<file path="src/rtl/operand_fetch.sv">
// Fetch/decode/operand-read front end: FETCH->WAIT->ISSUE (valid 2 cycles after FETCH, 3-cycle issue interval).
// out_valid is held with stable operands until out_ready; pending-register hazards stall issue unless forwarded.
module operand_fetch #(
   parameter int              PC_W     = 8,
   parameter logic [PC_W-1:0] START_PC = '0
) (
   input  logic            clk,
   input  logic            rst_n,
   input  logic            start,
   output logic [PC_W-1:0] imem_addr,
   output logic            imem_en,
   input  logic [17:0]     imem_data,
   input  logic [31:0]     regs,
   input  logic            wb_en,
   input  logic [1:0]      wb_idx,
   input  logic [7:0]      wb_val,
   output logic            out_valid,
   input  logic            out_ready,
   output logic [3:0]      opcode,
   output logic [7:0]      in1_val,
   output logic [7:0]      in2_val,
   output logic [1:0]      dst_idx,
   output logic            halted,
   output logic [PC_W-1:0] pc
);

   typedef enum logic [2:0] {S_IDLE, S_FETCH, S_WAIT, S_ISSUE, S_HALT} state_t;

   state_t          state_q, state_d;
   logic [PC_W-1:0] pc_q, pc_d;
   logic [3:0]      pend_q, pend_d;
   logic [16:0]     ir_q, ir_d;
   logic            ir_vld_q, ir_vld_d;

   logic            ir_imm_sel;
   logic [1:0]      ir_dst, ir_src;
   logic [7:0]      ir_imm, rd_dst, rd_src;
   logic            fwd_dst, fwd_src, hazard, issue_hs;

   // Instruction register keeps every field except the halt bit, which never issues.
   assign ir_imm_sel = ir_q[16];
   assign ir_dst     = ir_q[11:10];
   assign ir_src     = ir_q[9:8];
   assign ir_imm     = ir_q[7:0];
   assign rd_dst     = regs[{ir_dst, 3'b000} +: 8];
   assign rd_src     = regs[{ir_src, 3'b000} +: 8];

   // Only pending registers are forwarded, so a held operand never changes under a stall.
   assign fwd_dst  = wb_en && (wb_idx == ir_dst) && pend_q[ir_dst];
   assign fwd_src  = wb_en && (wb_idx == ir_src) && pend_q[ir_src];
   assign hazard   = (pend_q[ir_dst] && !fwd_dst) ||
                     (!ir_imm_sel && pend_q[ir_src] && !fwd_src);
   assign out_valid = (state_q == S_ISSUE) && !hazard;
   assign issue_hs  = out_valid && out_ready;

   assign opcode    = ir_q[15:12];
   assign dst_idx   = ir_dst;
   assign in1_val   = !ir_vld_q ? 8'h00 : (fwd_dst ? wb_val : rd_dst);
   assign in2_val   = !ir_vld_q ? 8'h00 : ir_imm_sel ? ir_imm : (fwd_src ? wb_val : rd_src);
   assign imem_en   = (state_q == S_FETCH);
   assign imem_addr = pc_q;
   assign halted    = (state_q == S_HALT);
   assign pc        = pc_q;

   always_comb begin
      state_d  = state_q;
      pc_d     = pc_q;
      ir_d     = ir_q;
      ir_vld_d = ir_vld_q;
      pend_d   = pend_q;
      case (state_q)
         S_IDLE:  if (start) state_d = S_FETCH;
         S_FETCH: state_d = S_WAIT;
         S_WAIT: begin
            if (imem_data[8]) begin
               state_d = S_HALT;
            end else begin
               ir_d     = {imem_data[17:9], imem_data[7:0]};
               ir_vld_d = 1'b1;
               state_d  = S_ISSUE;
            end
         end
         S_ISSUE: begin
            if (issue_hs) begin
               pc_d    = pc_q + 1'b1;
               state_d = S_FETCH;
            end
         end
         S_HALT:  state_d = S_HALT;
         default: state_d = S_IDLE;
      endcase
      // Set after clear: an issue colliding with a writeback to the same register stays outstanding.
      if (wb_en)    pend_d[wb_idx] = 1'b0;
      if (issue_hs) pend_d[ir_dst] = 1'b1;
   end

   always_ff @(posedge clk) begin
      if (!rst_n) begin
         state_q  <= S_IDLE;
         pc_q     <= START_PC;
         pend_q   <= 4'b0000;
         ir_q     <= '0;
         ir_vld_q <= 1'b0;
      end else begin
         state_q  <= state_d;
         pc_q     <= pc_d;
         pend_q   <= pend_d;
         ir_q     <= ir_d;
         ir_vld_q <= ir_vld_d;
      end
   end

endmodule

</file>
<file path="config.mk">
export PLATFORM = sky130hd
export DESIGN_NAME = operand_fetch
export DESIGN_NICKNAME = d
export VERILOG_FILES = /design/src/rtl/operand_fetch.sv
export SDC_FILE = /design/constraint.sdc
export NUM_CORES = 1
export LEC_CHECK = 0
export ABC_AREA = 1
export CAP_MARGIN = 20
export CORE_MARGIN = 2
export CORE_UTILIZATION = 47
export DETAILED_ROUTE_END_ITERATION = 7
export GPL_TIMING_DRIVEN = 1
export PLACE_DENSITY_LB_ADDON = 0.12
export SYNTH_ARGS = -nofsm -noshare
export SYNTH_HDL_FRONTEND = slang
export SYNTH_SLANG_ARGS = --single-unit
</file>
<file path="constraint.sdc">
create_clock -name clk -period 2.7 [get_ports clk]
set_input_delay 0.54 -clock clk [delete_from_list [all_inputs] [get_ports clk]]
set_output_delay 0.54 -clock clk [all_outputs]
set_load 0.01 [all_outputs]
</file>
======== Word level (Yosys, flattened, before mapping) ========
Index checks and enable logic that the tools add are counted.
storage, ports and cells
  input bits .............................. 65
  output and inout bits ................... 41
  logic and storage cells ................. 64
  register bits ........................... 33
operators by class
  add/subtract/negate cells ............... 1
  eq/ne operators ......................... 8
  bitwise operators ....................... 4
  $lt $le $gt $ge ......................... 5
  multiplexer cells ....................... 19
  shift-type cells ........................ 2
  reduce and logical (&&, ||, !) cells .... 20
operators with widths
  cell                                                                count
  variable part select 32 x 6 -> 8 bit                                2
  2-to-1 mux 8 bit                                                    5
  case mux 3 bit (5 select lines)                                     1
  logical AND 1 bit                                                   11
  less-than comparator 2 x 3 -> 1 bit (second input constant)         3
  2-to-1 mux 3 bit                                                    3
  adder 8 x 1 -> 8 bit (second input constant)                        1
  2-to-1 mux 4 bit                                                    2
  == test 3 x 2 -> 1 bit (second input constant)                      2
  AND reduction 2 bit                                                 3
  AND 4 bit                                                           1
  binary-select mux 1 bit (select 2 bit)                              2
  demux 1 bit (select 2 bit)                                          2
  == test 2 bit                                                       2
  greater-or-equal comparator 2 x 1 -> 1 bit (second input constant)  2
  zero test 1 bit                                                     4
  2-to-1 mux 1 bit                                                    4
  != test 2 bit (second input constant)                               2
  NOT 4 bit                                                           1
  bitwise OR 4 bit                                                    1
  == test 3 x 1 -> 1 bit (second input constant)                      1
  == test 3 bit (second input constant)                               1
  zero test 3 bit                                                     1
  logical OR 1 bit                                                    1
  NOT 1 bit                                                           1

======== Depth between registers and ports, before layout ========
Gate-level depths: netlist of run 1.
  word-level depth ........................ 11
  depth in mapped cells ................... 11
  mapped depth without buffers ............ 10

======== Worst setup path after synthesis of run 1 ========
OpenSTA, ideal clock, no wires.
  kind .................................... input-to-output
  start ................................... input wb_idx[1]
  end ..................................... output in1_val[0]
  stages on the path ...................... 7
  data arrival time ....................... 1.442 ns
  path slack .............................. 0.718 ns
  path through ............................ inv_1 -> nand2_1 -> nand2_1 -> nand3_4 -> a21oi_2 -> a31oi_1 -> nor3_1
between the ends
  cells in the longest elaborated chain, start to end .. 5
ends and longest elaborated chain
  element                         RTL line  text
  start, declared                 15        input logic [1:0] wb_idx,
  == test 2 bit                   49        assign fwd_dst = wb_en && (wb_idx == ir_dst) && pend_q[ir_dst];
  logical AND 1 bit (2 in a row)  49
  2-to-1 mux 8 bit (2 in a row)   58        assign in1_val = !ir_vld_q ? 8'h00 : (fwd_dst ? wb_val : rd_dst);
  end, declared                   20        output logic [7:0] in1_val,
Every way passes these cells.

======== Worst setup path after layout of run 1 ========
  start ................................... input wb_idx[0]
  end ..................................... output in1_val[4]
The elaborated chain is that of the path after synthesis.

==> impl_summary.log, run 1 <==
[metrics] parity-gate share of the synthesized area counting xor and xnor cells: 1.39%
[metrics] DR iter-0 viols: 206
[metrics] Max Freq: 398 MHz
[metrics] worst supply voltage drop on vdd: 420 uV
[metrics] cell row count: 26
[metrics] clock period minus final worst setup slack: 2.51 ns
[metrics] Floorplan Core Area: 0.00514 mm2
[metrics] GRT Total Usage: 25.5%
[metrics] required time of the critical path: 2.16 ns
[metrics] element type at the critical path start: input port
[metrics] number of input and output port buffers inserted: 105
[metrics] DRC violation count after routing: 0
[metrics] initial antenna violation count: 0
[metrics] combinational power share: 38.9%
[metrics] Pre-antenna DRT Iters: 5
[metrics] width of the die: 77.3 um
[metrics] via count of the first global-routing pass: 2,758
[metrics] share of cell area taken by muxes after synthesis: 0%
[metrics] vias per cell: 5.39
[metrics] power density cells: 412 mW/mm2
[metrics] CTS tree: built
[metrics] Routed WL: 7710 um
[metrics] hpwl dp: 5750 um
[metrics] number of distinct library cell variants in the gate-level netlist after synthesis: 31
[metrics] net count after synthesis: 483
[metrics] setup repair after global routing missed its margin: no
[metrics] number of placed cells counting well taps: 573
[metrics] total congestion overflow: 0
[metrics] share of synthesized flip-flops with an asynchronous set or reset: 0%
[metrics] final-layout fill cell count: 481
[metrics] total cell area at the placement stage: 0.00358 mm2
[metrics] number of flops mapped to enable cells by yosys: 0
[metrics] Die Outline Area: 0.00598 mm2
[metrics] proportion of layout cells with a drive suffix above 1: 9.00%
[metrics] leakage power of the design: 1.67 nW
[metrics] fraction of synthesized cell area taken by the top area cell type: 26.1%
[metrics] antenna-violating nets left: 0
[metrics] clk sink count: 33
[metrics] Net count, final: 576
[metrics] cell count after synthesis: 417
[metrics] Core Util, Final: 71.8%
[metrics] part of the cycle the worst path needs: 93.0%
[metrics] post-layout instance area: 0.00369 mm2
[metrics] number of buffers inserted by hold repair at cts: 0
[metrics] vertical die dimension: 77.3 um
[metrics] Crit path arrival time: 1.97 ns
[metrics] total number of yosys warnings: 0
[metrics] leading post-synthesis cells by cell area: dfxtp_1 26%, nand2_1 11%, nor2_1 8.5%, a21oi_1 6.5%, inv_1 6.4%
[metrics] fin. max-slew vios: 0
[metrics] Boundary Pins: 106
[metrics] critical path start-end classification: input port to primary output
[metrics] setup skew after layout: 0.00925 ns
[metrics] worst-case clock buffer depth: 2
[metrics] placer's final routability congestion estimate: 0.960
[metrics] # Max-Cap Violations: 0
[metrics] hold slack final: 0.509 ns
[metrics] top fanout value on the critical path: 8
[metrics] Seq/Total Area, Yosys: 26.1%
[metrics] diode insertion count for antenna repair: 0
[metrics] Synth Register Bits: 33
[metrics] Clk Latency, worst-skew pair: 0.28 ns
[metrics] Switching Power: 0.000543 W
[metrics] Top FF cell, synth: dfxtp_1
[metrics] post-detailed-route wirelength per cell: 13.3 um
[metrics] post-synth top area cell: dfxtp_1
[metrics] part of the total power dissipated in sequential elements: 37.4%
[metrics] net switching fraction of the power: 35.7%
[metrics] Synth Cell Area: 0.00253 mm2
[metrics] outcome: finished, final reports clean
[metrics] Avg Inst Size Synth: 6.06 um2
[metrics] root buffer cell: clkbuf_8
[metrics] critical path capture point type: primary output
[metrics] Starting Density: 49.2%
[metrics] cell internal power dissipation: 0.000978 W
[metrics] dominant combinational cell family by area after synthesis: simple AND/OR/NAND/NOR gates
[metrics] worst min-delay path class: register to register
[metrics] largest net degree at the start of global routing: 27
[metrics] actual transition at the worst max-transition pin: 0.504 ns
[metrics] fin cells: 581
[metrics] clock-pin slew on the worst setup and hold paths: 0.07 ns
[metrics] first-pass GRT wire length: 12,700 um
[metrics] relative max-transition margin: 66.2%
[metrics] routed via count: 3,130
[metrics] cts bufs inserted: 5
[metrics] basic-gate share of the synthesized area counting and, or, nand and nor cells: 37.9%
[metrics] adder and majority gate portion of the synthesized area: 0.495%
[metrics] complex-gate fraction of the synthesized area: 18.5%
[metrics] number of failing setup endpoints in the final timing report: 0
[metrics] most frequent cells in the layout: 85 x clkdlybuf4s50_1, 75 x nand2_1, 57 x nor2_1
[metrics] Hold Violations, Final: 0
[metrics] Area Growth Syn to Fin: 46.1%
[metrics] clock network power share: 23.7%
[metrics] most common cell after layout, fill and taps aside: clkdlybuf4s50_1
[metrics] H-tree levels: 2
[sequential cells by signal, indices dropped and copies added (netlist names)]
name       cells
pend_q         4
ir_q          17
ir_vld_q       1
imem_addr      8
state_q        3
[power by group through the flow]
| stage | Combinational, W | Clock (W) | Sequential, W |
|---|---|---|---|
| after floorplan | 0.000347 | 0 | 0.000563 |
| after global placement | 0.000582 | 0 | 0.000576 |
| after detailed placement | 0.000587 | 0 | 0.000577 |
| after CTS | 0.000582 | 0.000371 | 0.000567 |
| after global routing | 0.000657 | 0.000393 | 0.000575 |
| final | 0.000592 | 0.000361 | 0.000568 |
[worst max-delay path: stages]
cell and delay, ns:
dlygate4sd2_1 0.29, inv_1 0.10, nand2_1 0.06, nand2_1 0.10
nand3_4 0.08, a21oi_2 0.10, buf_4 0.16, a31oi_1 0.07
nor3_1 0.17, dlygate4sd2_1 0.30
[area by class of cell]
cell class	instances	area, um2	area share [%]
inverters	54	205	5.56
clock buffers	5	68.8	1.86
repair buffers	118	1150	31.1
well taps	70	87.6	2.37
flip-flops and latches	33	662	17.9
multi-input cells	298	1500	40.7
clock inverters	3	17.5	0.474
[logic make-up (layout without fill, tap and decap cells)]
kind of cell / Yosys count / count (layout)
and+or+nand+nor: 209 / 209
xor gates and xnor gates: 4 / 4
AOI/OAI and AO/OA: 84 / 84
buffers and inverters: 86 / 180
adders and majority gates: 1 / 1
DFF: 33 / 33
[cells in the mapped netlist, types with 2 or more instances]
master,instances
nor3b_1,8
buf_4,15
a31oi_1,10
a21oi_1,33
nand3_1,31
clkbuf_1,10
buf_2,3
dfxtp_1,33
buf_1,3
xor2_1,2
nand2_1,76
nand4_1,12
nand3_4,2
inv_2,8
or2_1,8
nor3_1,11
clkinv_1,2
o211ai_1,8
inv_1,43
nor2_1,57
o21ai_0,30
nand2_2,2
xnor2_1,2
[per-layer routing]
layer | vias up | global-route usage, % | share of wire, %
met5 | - | 0 | 0
met4 | 0 | 7.32 | 2.5
met3 | 26 | 6.05 | 9.4
met2 | 164 | 40.2 | 44
met1 | 1398 | 34.8 | 44
li1 | 1542 | - | -
[per-stage QoR]
| step | setup WS, ns | TNS [ns] | power (W) |
|---|---|---|---|
| floorplan | 0.718 | 0 | 0.000910 |
| global placement | -0.421 | -5.31 | 0.00116 |
| detailed placement | -0.484 | -6.16 | 0.00116 |
| CTS | 0.000819 | 0 | 0.00152 |
| global route | 0.00372 | 0 | 0.00163 |
| finish | 0.189 | 0 | 0.00152 |
[worst paths after layout]
check | to | start | slack (ns) | cells past startpoint
setup / recovery | in1_val[4] | wb_idx[0] | 0.19 | 10
hold / removal | ir_q[14]$_SDFFE_PN0P_ | ir_q[14]$_SDFFE_PN0P_ | 0.51 | 2
setup reg to reg | imem_addr[5]$_SDFFE_PN0P_ | ir_q[10]$_SDFFE_PN0P_ | 0.90 | 9
hold reg to reg | ir_q[14]$_SDFFE_PN0P_ | ir_q[14]$_SDFFE_PN0P_ | 0.51 | 2
[timing repair]
action / CTS / global route
resized for setup: 32 / 8
endpoints found under the setup margin: 17 / 17
gates cloned: 0 / 0
pin swaps: 0 / 0
buffers inserted: 0 / 0
Note: power is estimated with default switching activity, not from simulation.
==> run 2: changes to the inputs <==
- SETUP_SLACK_MARGIN: default -> 0.15
- clock period: 2.7 -> 3 ns (I/O delays scaled with it)
==> impl_summary.log, run 2 (synthesis gave the netlist of run 1 again) <==
[metrics] final-layout fill cell count: 482 (+0.21%)
[metrics] element type at the critical path start: input port
[metrics] hpwl dp: 5830 um (+1.5%)
[metrics] first-pass GRT wire length: 13,300 um (+4.7%)
[metrics] Starting Density: 49.2% (unchanged)
[metrics] Reg with most FFs: ir_q
[metrics] setup skew after layout: 0.00927 ns (+0.0000154 ns)
[metrics] clock period minus final worst setup slack: 2.65 ns
[metrics] setup repair after global routing missed its margin: no
[metrics] number of placed cells counting well taps: 572 (-0.17%)
[metrics] Core Util, Final: 71.8% (about the same)
[metrics] Crit path arrival time: 2.05 ns (+0.08 ns)
[metrics] placer's final routability congestion estimate: 0.924 (-3.8%)
[metrics] initial antenna violation count: 0 (unchanged)
[metrics] worst hold path startpoint: ir_q[1]$_SDFFE_PN0P_
[metrics] Pre-antenna DRT Iters: 5 (unchanged)
[metrics] DRC violation count after routing: 0 (unchanged)
[metrics] DR iter-0 viols: 223 (+8.3%)
[metrics] diode insertion count for antenna repair: 0 (unchanged)
[metrics] Boundary Pins: 106 (unchanged)
[metrics] Area Growth Syn to Fin: 46.0% (about the same)
[metrics] leakage power of the design: 1.69 nW (+1.3%)
[metrics] # Max-Cap Violations: 0 (unchanged)
[metrics] Final Power: 0.00148 W (-2.9%)
[metrics] number of buffers inserted by hold repair at cts: 0 (unchanged)
[metrics] largest net degree at the start of global routing: 33 (+22%)
[metrics] GRT Total Usage: 26.8% (+1.3 points)
[metrics] reg2reg path depth: 10 (+1)
[metrics] relative max-transition margin: 64.1% (-2.1 points)
[metrics] total congestion overflow: 0 (unchanged)
[metrics] root buffer cell: clkbuf_8
[metrics] total cell area at the placement stage: 0.00357 mm2 (-0.21%)
[metrics] post-layout instance area: 0.00369 mm2 (about the same)
[metrics] Clk Latency, worst-skew pair: 0.29 ns (about the same)
[metrics] Post-CTS Setup Bufs: 0 (unchanged)
[metrics] outcome: finished, final reports clean
[metrics] clock-pin slew on the worst setup and hold paths: 0.07 ns (about the same)
[metrics] Net count, final: 575 (-0.17%)
[metrics] cts bufs inserted: 5 (unchanged)
[metrics] worst-case clock buffer depth: 2 (unchanged)
[metrics] CTS tree: built
[metrics] flip-flop count of the largest register after layout: 17 (unchanged)
[metrics] critical path capture point type: primary output
[metrics] post-detailed-route wirelength per cell: 13.8 um (+3.8%)
[metrics] routed via count: 3,049 (-2.6%)
[metrics] vertical die dimension: 77.3 um (unchanged)
[metrics] cell row count: 26 (unchanged)
[metrics] actual transition at the worst max-transition pin: 0.537 ns (+0.0330 ns)
[metrics] worst flop-to-flop path startpoint: ir_q[10]$_SDFFE_PN0P_
[metrics] clk sink count: 33 (unchanged)
[metrics] critical path start-end classification: input port to primary output
[metrics] via count of the first global-routing pass: 2,906 (+5.4%)
[metrics] H-tree levels: 2 (unchanged)
[metrics] most common cell after layout, fill and taps aside: clkdlybuf4s50_1
[metrics] Max Freq: 377 MHz
[metrics] number of input and output port buffers inserted: 105 (unchanged)
[metrics] Setup WS pre-CTS: -0.286 ns (+0.197 ns)
[metrics] vias per cell: 5.26 (-2.4%)
[metrics] number of failing setup endpoints in the final timing report: 0 (unchanged)
[metrics] Final Worst Setup Slack: 0.345 ns (+0.156 ns)
[metrics] part of the cycle the worst path needs: 88.5%
[metrics] worst supply voltage drop on vdd: 368 uV (-12%)
[metrics] launching element of the worst setup path: wb_idx[0]
[metrics] top fanout value on the critical path: 9 (+1)
[metrics] Hold Violations, Final: 0 (unchanged)
[metrics] fin. max-slew vios: 0 (unchanged)
[metrics] antenna-violating nets left: 0 (unchanged)
[metrics] power density cells: 400 mW/mm2 (-2.9%)
[metrics] proportion of layout cells with a drive suffix above 1: 9.61% (+0.61 points)
[metrics] width of the die: 77.3 um (unchanged)
[metrics] worst min-delay path class: register to register
[metrics] most frequent cells in the layout: 85 x clkdlybuf4s50_1, 74 x nand2_1, 57 x nor2_1
[metrics] Routed WL: 7990 um (+3.6%)
[metrics] fin cells: 580 (-0.17%)
[metrics] Die Outline Area: 0.00598 mm2 (unchanged)
[metrics] required time of the critical path: 2.40 ns (+0.24 ns)
[metrics] Floorplan Core Area: 0.00514 mm2 (unchanged)
[metrics] depth of the worst hold-timing path: 2 (unchanged)
==> run 2: repair_timing <==
| item | in CTS | in global routing |
|---|---|---|
| pin swaps | 0 | 1 |
| gates cloned | 0 | 0 |
| resized for setup | 21 | 21 |
| setup endpoints to repair | 17 | 17 |
==> run 2: cell type report <==
cell class	count	area, um2	area share (%)
Timing Repair Buffer	117	1110	30.0
Tap cell	70	87.6	2.37
Sequential cell	33	661	17.9
Clock inverter	3	46.3	1.25
Inverter	54	205	5.56
Multi-Input combinational cell	298	1510	41.0
Clock buffer	5	68.8	1.87
==> run 2: report_power, final <==
part | internal [W] | switching, W | leakage [nW]
Sequential | 0.000477 | 0.0000317 | 0.267
Combinational | 0.000238 | 0.000302 | 1.37
Clock | 0.000249 | 0.000179 | 0.0543
==> run 2: final timing paths <==
kind	slack (ns)	to
min	0.51	ir_q[1]$_SDFFE_PN0P_
max	0.35	in1_val[2]
min reg2reg	0.51	ir_q[1]$_SDFFE_PN0P_
max reg2reg	1.19	imem_addr[0]$_SDFFE_PN0P_
==> run 2: layer usage <==
layer / wire length [um] / vias to the layer above / track usage, %
met5: 0 / - / 0
met4: 101 / 0 / 7.32
met3: 686 / 10 / 7.56
met2: 3650 / 133 / 44.1
met1: 3550 / 1363 / 34.5
li1: - / 1543 / -
==> run 2: worst max-delay path, cell delays in order <==
cell and delay, ns:
dlygate4sd2_1 0.29, inv_1 0.10, nand2_1 0.05, nand2_1 0.09, nand3_4 0.08, buf_4 0.18, nor3b_1 0.29, nor3_2 0.08
dlygate4sd2_1 0.30
==> run 2: through the flow <==
stage | hold slack [ns] | setup TNS [ns]
final | 0.514 | 0
after global routing | 0.535 | 0
after CTS | 0.518 | 0
after detailed placement | 0.495 | -2.98
after global placement | 0.491 | -2.17
after floorplan | 0.467 | 0
